===== src/rtl/byte_bus_lsu.sv =====
// Load/store unit bridging 32-bit MEM-stage accesses onto an 8-bit memory bus.
// Accesses are split into 1/2/4 little-endian byte beats; loads are re-assembled and extended.
module byte_bus_lsu #(
  parameter int ADDR_W = 32
) (
  input  logic              clk,
  input  logic              rst,
  input  logic              req_valid,
  output logic              req_ready,
  input  logic              req_we,
  input  logic [1:0]        req_size,
  input  logic              req_signed,
  input  logic [ADDR_W-1:0] req_addr,
  input  logic [31:0]       req_wdata,
  output logic              rsp_valid,
  output logic [31:0]       rsp_rdata,
  output logic              rsp_err,
  output logic              busy,
  output logic              bus_valid,
  input  logic              bus_ready,
  output logic              bus_we,
  output logic [ADDR_W-1:0] bus_addr,
  output logic [7:0]        bus_wdata,
  input  logic [7:0]        bus_rdata
);

  // Handshakes: a request transfers on a cycle with req_valid && req_ready;
  // a bus beat completes on a cycle with bus_valid && bus_ready, and all bus_*
  // outputs hold steady from the first cycle of a beat until it completes.
  typedef enum logic [1:0] {
    IDLE = 2'd0,
    XFER = 2'd1,
    DONE = 2'd2
  } state_t;

  state_t            state_q, state_d;
  logic [ADDR_W-1:0] addr_q, addr_d;
  logic [31:0]       wdata_q, wdata_d;
  logic [31:0]       rdata_q, rdata_d;
  logic              we_q, we_d;
  logic [1:0]        size_q, size_d;
  logic              signed_q, signed_d;
  logic              err_q, err_d;
  logic [1:0]        cnt_q, cnt_d;

  logic              req_bad;
  logic [1:0]        last_cnt;
  logic [31:0]       load_ext;

  assign req_bad = (req_size == 2'd3) ||
                   (req_size == 2'd1 && req_addr[0]) ||
                   (req_size == 2'd2 && (req_addr[1:0] != 2'b00));

  always_comb begin
    last_cnt = 2'd3;
    if (size_q == 2'd0) last_cnt = 2'd0;
    else if (size_q == 2'd1) last_cnt = 2'd1;
  end

  always_comb begin
    load_ext = rdata_q;
    case (size_q)
      2'd0:    load_ext = {{24{signed_q & rdata_q[7]}}, rdata_q[7:0]};
      2'd1:    load_ext = {{16{signed_q & rdata_q[15]}}, rdata_q[15:0]};
      default: load_ext = rdata_q;
    endcase
  end

  always_comb begin
    state_d   = state_q;
    addr_d    = addr_q;
    wdata_d   = wdata_q;
    rdata_d   = rdata_q;
    we_d      = we_q;
    size_d    = size_q;
    signed_d  = signed_q;
    err_d     = err_q;
    cnt_d     = cnt_q;
    req_ready = 1'b0;
    busy      = 1'b0;
    rsp_valid = 1'b0;
    rsp_rdata = 32'd0;
    rsp_err   = 1'b0;
    bus_valid = 1'b0;
    bus_we    = 1'b0;
    bus_addr  = '0;
    bus_wdata = 8'd0;
    case (state_q)
      IDLE: begin
        req_ready = 1'b1;
        if (req_valid) begin
          addr_d   = req_addr;
          wdata_d  = req_wdata;
          we_d     = req_we;
          size_d   = req_size;
          signed_d = req_signed;
          err_d    = req_bad;
          cnt_d    = 2'd0;
          rdata_d  = 32'd0;
          state_d  = req_bad ? DONE : XFER;
        end
      end
      XFER: begin
        busy      = 1'b1;
        bus_valid = 1'b1;
        bus_we    = we_q;
        bus_addr  = addr_q + ADDR_W'(cnt_q);
        bus_wdata = wdata_q[8*cnt_q +: 8];
        if (bus_ready) begin
          if (!we_q) rdata_d[8*cnt_q +: 8] = bus_rdata;
          if (cnt_q == last_cnt) state_d = DONE;
          else cnt_d = cnt_q + 2'd1;
        end
      end
      DONE: begin
        busy      = 1'b1;
        rsp_valid = 1'b1;
        rsp_err   = err_q;
        // Stores and rejected accesses report zero data.
        if (!we_q && !err_q) rsp_rdata = load_ext;
        state_d   = IDLE;
      end
      default: state_d = IDLE;
    endcase
  end

  always_ff @(posedge clk or posedge rst) begin
    if (rst) begin
      state_q  <= IDLE;
      addr_q   <= '0;
      wdata_q  <= 32'd0;
      rdata_q  <= 32'd0;
      we_q     <= 1'b0;
      size_q   <= 2'd0;
      signed_q <= 1'b0;
      err_q    <= 1'b0;
      cnt_q    <= 2'd0;
    end else begin
      state_q  <= state_d;
      addr_q   <= addr_d;
      wdata_q  <= wdata_d;
      rdata_q  <= rdata_d;
      we_q     <= we_d;
      size_q   <= size_d;
      signed_q <= signed_d;
      err_q    <= err_d;
      cnt_q    <= cnt_d;
    end
  end

endmodule


===== config.mk =====
export PLATFORM = sky130hd
export DESIGN_NAME = byte_bus_lsu
export DESIGN_NICKNAME = d
export VERILOG_FILES = /design/src/rtl/byte_bus_lsu.sv
export SDC_FILE = /design/constraint.sdc
export NUM_CORES = 1
export LEC_CHECK = 0
export CAP_MARGIN = 15
export CORE_MARGIN = 2
export CORE_UTILIZATION = 52
export CTS_CLUSTER_SIZE = 28
export DETAILED_ROUTE_END_ITERATION = 6
export GPL_TIMING_DRIVEN = 0
export MAX_ROUTING_LAYER = met4
export PLACE_DENSITY = 0.84
export SYNTH_ARGS = -nofsm -noshare
export SYNTH_HDL_FRONTEND = slang
export SYNTH_SLANG_ARGS = --single-unit

===== constraint.sdc =====
create_clock -name clk -period 5.6 [get_ports clk]
set_input_delay 1.12 -clock clk [delete_from_list [all_inputs] [get_ports clk]]
set_output_delay 1.12 -clock clk [all_outputs]
set_load 0.02 [all_outputs]

# Word-level counts from Yosys, hierarchy flattened
# Cells that the tools add are included.
# op_classes
n_reduce_logical	16
n_eq_ne	12
shifts	3
bitwise_logic	2
addsub	3
muxes	27
# ops
op	count
2-to-1 mux 32 bit	6
case mux 32 bit (2 select lines)	2
negation 5 -> 34 bit	1
variable shift 8 x 34 -> 32 bit (first input constant)	1
variable part select 8 x 34 -> 32 bit	1
adder 32 x 2 -> 32 bit	1
bitwise mux 32 bit	1
variable part select 32 x 6 -> 8 bit	1
2-to-1 mux 2 bit	9
!= test 2 bit (second input constant)	5
2-to-1 mux 8 bit	1
case mux 2 bit (2 select lines)	2
AND reduction 4 bit	2
== test 2 x 1 -> 1 bit (second input constant)	3
== test 2 bit (second input constant)	3
2-to-1 mux 1 bit	6
zero test 2 bit	2
nonzero test 2 bit	2
logical AND 1 bit	3
AND reduction 3 bit	1
adder 2 x 1 -> 2 bit (second input constant)	1
bitwise AND 1 bit	2
== test 2 bit	1
zero test 1 bit	2
3 further kinds	4
# word_totals
out_inout_bits	78
wordCells	72
ff_bits	105
in_bits	80

# Logic depth before layout (Yosys ltp)
# Gate-level depths: netlist of run 1.
# logic_depth
word_depth	7
depth_mapped	8
mapped_depth_nobuf	6

# Worst setup path after synthesis of run 1
# OpenSTA, ideal clock, no wires.
# synth_timing
path_kind	register -> output
startpoint	register cnt_q[0]
endpoint	output bus_addr[28]
n_path_buf	1
arrival_time_ns	2.388
path_slack_ns	2.092
path_stages_with_launch	8
required_ns	4.480
cell_sequence	dfrtp_1 ha_1 fa_1 nand4_1 or4_1 clkbuf_1 or4_1 a21oi_1
# synth_via
elab_chain_len	2
# synth_lines
element	line	rtl
start, declared	44	logic [1:0] cnt_q, cnt_d;
start signal, assigned	147	cnt_q <= cnt_d;
adder 32 x 2 -> 32 bit	107	bus_addr = addr_q + ADDR_W'(cnt_q);
2-to-1 mux 32 bit	88	case (state_q)
end, declared	22	output logic [ADDR_W-1:0] bus_addr,
# No other way between the ends.

# Worst setup path in the final report of run 1
# layout_timing
startpoint	register cnt_q[1]
endpoint	output bus_addr[20]
# The elaborated chain is that of the path after synthesis.

==> results of run 1 <==
==> final cells by class <==
type | count | area, um^2
Clock buffer | 11 | 131.4
Buffer | 34 | 161.4
Timing Repair Buffer | 158 | 1599
Tap cell | 140 | 175.2
Multi-Input combinational cell | 379 | 2774
Inverter | 37 | 141.4
Sequential cell | 105 | 2628
Clock inverter | 5 | 38.79
Fill cell | 802 | 3097
==> critical path, stage by stage, from the launching register on <==
cell and delay (ps):
dfrtp_1 610, fa_1 330, nand4_1 260, or4_1 520, clkbuf_1 220, or3_1 400
a21oi_1 240, clkdlybuf4s50_1 650
==> per-layer routing <==
| layer | part of all wire | vias up | wire length [um] | GRT usage |
|---|---|---|---|---|
| li1 | - | 2332 | - | - |
| met1 | 0.41 | 2442 | 6248 | 0.3402 |
| met2 | 0.48 | 246 | 7365 | 0.4228 |
| met3 | 0.077 | 45 | 1171 | 0.05499 |
| met4 | 0.028 | 0 | 429 | 0.1044 |
| met5 | 0 | - | 0 | - |
==> registers in the layout, summed over array words and instances (netlist names) <==
name      count
we_q          1
cnt_q         2
state_q       2
wdata_q      32
addr_q       32
rdata_q      32
size_q        2
err_q         1
signed_q      1
==> placed cells by master (no fill, tap or decap), types with 2 or more instances in the layout <==
cell             synthesis  routed
mux2i_1                  2       2
nor2b_1                  5       5
xnor2_1                  8       8
nand3_1                 34      34
dfrtp_1                105     105
mux4_2                   8       8
nand2_1                 32      32
a21oi_1                 45      45
clkinv_2                 0       2
o31ai_1                 12      12
nand4_1                  5       5
and3_1                  11      11
buf_6                    3       3
mux2_2                  69      69
a221o_1                  2       2
clkbuf_1                18      20
or4_1                   11      11
nor4_1                   5       5
and2_1                  12      12
xor2_1                   4       4
nor3_1                   5       5
clkbuf_8                 1      10
inv_1                   36      35
o22ai_1                  2       2
clkdlybuf4s50_1          0     157
nor2_1                  16      16
o21ai_0                 48      48
a211oi_1                 4       4
or3_1                    3       3
and4_1                   7       7
ha_1                     9       9
buf_1                   11      11
or3_2                    5       5
==> logic make-up after synthesis <==
| family | count (synthesis) | synth area share |
|---|---|---|
| XOR/XNOR | 12 | 0.01843 |
| flip-flops | 105 | 0.4608 |
| multiplexers | 79 | 0.1714 |
| AO/OA/AOI/OAI | 119 | 0.1170 |
| buffers and inverters | 71 | 0.05266 |
| AND/OR/NAND/NOR | 159 | 0.1565 |
| adder cells (fa/ha/maj) | 10 | 0.02326 |
==> metrics by stage <==
step           total power (uW)  hold slack (ps)    util
5_1_grt                    3563            508.5  0.7118
6_report                   3351            490.7  0.7118
4_1_cts                    3352            495.2  0.7118
3_3_place_gp               2826            457.9  0.6932
3_5_place_dp               2920            471.6  0.6960
2_1_floorplan              2331            441.8       -
==> power by group through the flow <==
stage	registers, uW	logic (uW)	clock network [uW]
floorplan	1230	1100	0
global placement	1280	1540	0
detailed placement	1320	1600	0
CTS	1300	1610	442
global route	1350	1740	474
finish	1300	1610	434
==> worst max path at each step <==
stage / start / to / slack (ps) / depth (start not counted)
after floorplan: rst / addr_q[0] / 1720 / 1
after global placement: rst / wdata_q[28] / 290 / 2
after detailed placement: cnt_q[1] / bus_addr[24] / 1330 / 7
after CTS: cnt_q[1] / bus_addr[24] / 920 / 7
after global routing: cnt_q[1] / bus_addr[24] / 760 / 7
final: cnt_q[1] / bus_addr[20] / 880 / 7
==> results.md, run 1 <==
* Outcome: finished clean
* R2R setup slack at 2860 ps
* Post CTS Setup Buffer Count at 0
* CTS Hold Bufs at 0
* R2r endpoint: rdata_q[9]
* Clock Power Share at 0.129
* Die width at 108.7 um
* Worst skew pair latency at 370 ps
* Post-synth top cells: dfrtp_1, mux2_2, o21ai_0, a21oi_1, inv_1
* Ratio of final minimum period to clock period at 0.8430
* Max IR drop VDD at 0.0003046 V
* P_int at 1997 uW
* Setup crit end kind: output pin
* Psw at 1355 uW
* Power per cell area at 438.1 nW/um^2
* Post-route ant nets at 0
* GRT Total Usage at 0.2673
* Fin cells at 869
* Initial Utilization at 0.5306
* Vias in the first global route at 4,870
* Final Slew Violations at 0
* Die Span Y at 108.7 um
* Clock Skews at 11.17 ps
* Drt wl/cell at 17.51 um
* Ys Warns at 0
* RSZ-0062 raised after global routing: false
* Final Routed Wirelength at 15,210 um
* Crit path kind: flip-flop to output pin
* Final Hold Vio Count at 0
* Mapped Cells at 555
* Most numerous cell in the Yosys netlist: dfrtp_1
* Synth unique cells at 48
* Global route total overflow at 0
* Die ar. at 11,820 um^2
* Relative slew slack at 0.4008
* Post-Syn Area at 5702 um^2
* Synth top area cells: dfrtp_1, mux2_2, o21ai_0
* CP Max Fanout at 10
* Design area at 7649 um^2
* Initial antenna violation count at 0
* Syn Area/Cell at 10.27 um^2
* Max Clk Rate at 211.8 MHz
* Tmin final at 4721 ps
* DR pass1 iterations at 5
* Startpoint types: flip-flop
* Total CTS buffers at 9
* Min-Delay Startpoint: rdata_q[0]
* Final Worst Setup Slack at 879.1 ps
* Setup_tns at 0 ps
* Num ports at 158
* Worst Max-Slew Pin Slew at 893.4 ps
* Clock sinks at 105
* Synth Flop Type: dfrtp_1
* Synth async-reset ratio at 1.000
* Gpl congestion at 0.8805
* N_diodes at 0
* Port Buffer Count at 157
* Hold/Removal Path Class: flip-flop to flip-flop
* DRT iter0 DRCs at 474
* CTS tree: done
* CTS Buffer Depth at 2
* Row count at 38
* NumNets Final at 814
* Placed cell count at 853
* Setup slack at placement at 1334 ps
* Share of the synthesized area in the top cell type at 0.4608
* Cts repair resizes at 0
* Start of the worst register-to-register path: cnt_q[1]
* Worst Hold End: rdata_q[0]
* Hold path depth at 2
* Post-synth EDFFs at 0
* Via Count at 5,065
* Net Count, Synth at 645
* Max_cap viols at 0
* Ratio of cells with drive above 1 in the final layout at 0.1468
* Combinational cell fraction of total power at 0.481
* CP Data Required Time at 4480 ps
* R2R cell count at 8
* H-tree depth at 3
* Yosys top cell by area: dfrtp_1
* First-pass GRT wire length at 23,710 um
* Sequential power share at 0.389
* Remaining DRCs at 0
* Worst Path Arrival at 3600 ps
* Final HPWL DP at 11,450 um
* Area Overhead vs Synth at 34.15%
* FF+latch count, synth at 105
* DP Area at 7478 um^2
* Via density at 5.829
* Sw frac at 0.4042
* Setup violations, final at 0
* Sequential share of the synthesized area at 0.4608
* Root buf cell: clkbuf_8
* Core area at 10,750 um^2
* Reg clk slew, reported paths at 100 ps
* Largest net degree at the start of global routing at 69
* Cell leakage power at 0.002975 uW
Power figures use the tool's default switching activity.
==> run 2, diff against run 1 <==
--- a/config.mk
+++ b/config.mk
@@ -7,12 +7,12 @@
 export LEC_CHECK = 0
 export CAP_MARGIN = 15
 export CORE_MARGIN = 2
-export CORE_UTILIZATION = 52
+export CORE_UTILIZATION = 49
 export CTS_CLUSTER_SIZE = 28
 export DETAILED_ROUTE_END_ITERATION = 6
 export GPL_TIMING_DRIVEN = 0
 export MAX_ROUTING_LAYER = met4
-export PLACE_DENSITY = 0.84
+export PLACE_DENSITY = 0.79
 export SYNTH_ARGS = -nofsm -noshare
 export SYNTH_HDL_FRONTEND = slang
 export SYNTH_SLANG_ARGS = --single-unit
==> constraint.sdc (replaced) <==
create_clock -name clk -period 4.48 [get_ports clk]
set_input_delay 0.896 -clock clk [delete_from_list [all_inputs] [get_ports clk]]
set_output_delay 0.896 -clock clk [all_outputs]
set_load 0.02 [all_outputs]
==> results.md, run 2 (synthesis results as in run 1) <==
* Port Buffer Count at 157
* Fillcell total at 900
* Setup_tns at 0 ps
* Die width at 111.9 um
* Cell leakage power at 0.003064 uW
* CTS tree: done
* CTS Hold Bufs at 0
* Start of the worst register-to-register path: cnt_q[1]
* Largest net degree at the start of global routing at 57
* NumNets Final at 814
* Ratio of cells with drive above 1 in the final layout at 0.1523
* Relative slew slack at 0.4234
* Worst skew pair latency at 350 ps
* Top flop regs: addr_q: 32 flops, rdata_q: 32 flops, wdata_q: 32 flops
* Row count at 39
* Commonest non-fill, non-tap cell in the layout: clkdlybuf4s50_1
* Sw frac at 0.3883
* Clock Skews at 9.082 ps
* Post-route ant nets at 0
* Die ar. at 12,510 um^2
* R2R cell count at 6
* Final core area utilization at 0.6855
* Worst Max-Slew Pin Slew at 859.8 ps
* Hold path depth at 2
* Hold/Removal Path Class: flip-flop to flip-flop
* CTS Buffer Depth at 2
* Clock Power Share at 0.179
* Ratio of final minimum period to clock period at 0.9581
* Vias in the first global route at 5,073
* CP max stage delay at 700 ps
* Reg clk slew, reported paths at 70 ps
* First-pass GRT wire length at 25,360 um
* Startpoint types: flip-flop
* Tmin final at 4292 ps
* Setup crit start: cnt_q[0]
* CP Max Fanout at 10
* Sequential power share at 0.366
* Combinational cell fraction of total power at 0.455
* Area Overhead vs Synth at 36.69%
* Root buf cell: clkbuf_16
* Crit path kind: flip-flop to output pin
* Cell chain of the critical path: ha_1 > fa_1 > nand4_1 > or4_1 > or4_1 > a21oi_1 > clkdlybuf4s50_1
* DRT iter0 DRCs at 415
* Max_cap viols at 0
* Via Count at 4,993
* Num ports at 158
* Max Clk Rate at 233.0 MHz
* Core area at 11,370 um^2
* Min-Delay Startpoint: rdata_q[1]
* Final Slew Violations at 0
* Fin cells at 872
* Die Span Y at 111.9 um
* Final Hold Vio Count at 0
* Setup violations, final at 0
* Max IR drop VDD at 0.0003339 V
* Remaining DRCs at 0
* Final Routed Wirelength at 15,710 um
* Most frequent cells in the layout: clkdlybuf4s50_1, dfrtp_1, mux2_2
* N_diodes at 0
* Global route total overflow at 0
* Placed cell count at 856
* Initial Utilization at 0.5015
* CP max-delay cell: or4_1
* Gpl congestion at 0.8977
* Outcome: finished clean
* Critical Path Most Common Cell: or4_1
* Tot Pwr at 4459 uW
* Setup crit end kind: output pin
* CP Data Required Time at 3580 ps
* DR pass1 iterations at 5
* GRT Total Usage at 0.2610
* Power per cell area at 572.1 nW/um^2
* RSZ-0062 raised after global routing: false
* Drt wl/cell at 18.01 um
* Total CTS buffers at 9
* P_int at 2728 uW
* Psw at 1731 uW
* Final HPWL DP at 11,660 um
* Initial antenna violation count at 0
* Via density at 5.726
* Worst Path Arrival at 3400 ps
* H-tree depth at 3
* Clock sinks at 105
## run 2: changes by cell type in the layout (fill, tap and decap cells not counted), sizes merged
cell and change:
buf +1, clkbuf -3, clkdlybuf4s50 -2, clkinv -1, bufinv +1, clkinvlp +2
dlymetal6s2s +2
## run 2: worst paths after layout
| kind | endpoint | slack [ps] |
|---|---|---|
| min | rdata_q[1] | 480 |
| min reg2reg | rdata_q[1] | 480 |
| max in group asynchronous | cnt_q[1] | 2750 |
| min in group asynchronous | rdata_q[24] | 1020 |
| max | bus_addr[30] | 190 |
| max reg2reg | rdata_q[4] | 1800 |
## run 2: power groups by stage
stage | Sequential, uW | Clock [uW] | Combinational (uW)
detailed placement | 1640 | 0 | 2020
global placement | 1600 | 0 | 1940
global route | 1680 | 853 | 2200
floorplan | 1540 | 0 | 1370
CTS | 1620 | 817 | 2030
finish | 1630 | 800 | 2030
## run 2: stage by stage
step,setup WS (ps),instance area (um^2),hold slack (ps)
floorplan,823.5,5702,441.8
global placement,-602.7,7452,454.6
detailed placement,471.8,7482,470.7
CTS,68.96,7784,486.8
global route,14.29,7794,497.7
finish,187.8,7794,479.4
## run 2: layout make-up
class	instances	area, um^2	share of cell area
Inverter	37	141.4	0.01814
Clock buffer	9	225.2	0.02890
Timing Repair Buffer	159	1612	0.2068
Sequential cell	105	2629	0.3373
Clock inverter	7	76.32	0.009793
Tap cell	143	178.9	0.02296
Multi-Input combinational cell	379	2774	0.3559
Buffer	33	157.7	0.02023
## run 2: per-layer routing
metal	vias up	wire [um]	global-route usage
met5	-	0	-
met4	0	380	0.08807
met3	29	948	0.05607
met2	200	7647	0.4194
met1	2431	6731	0.3309
li1	2333	-	-
## run 2: worst max-delay path, delay by kind of cell (launching register included)
kind | cells | cell delay, ps
adders and majority gates | 2 | 470
and+or+nand+nor | 3 | 1400
DFF | 1 | 400
AOI/OAI and AO/OA | 1 | 160
buffers and inverters | 1 | 610
## run 2: repair_timing
item / in CTS / in global routing
endpoints found under the setup margin: 0 / 4
buffers inserted: 0 / 1
resized for setup: 0 / 3
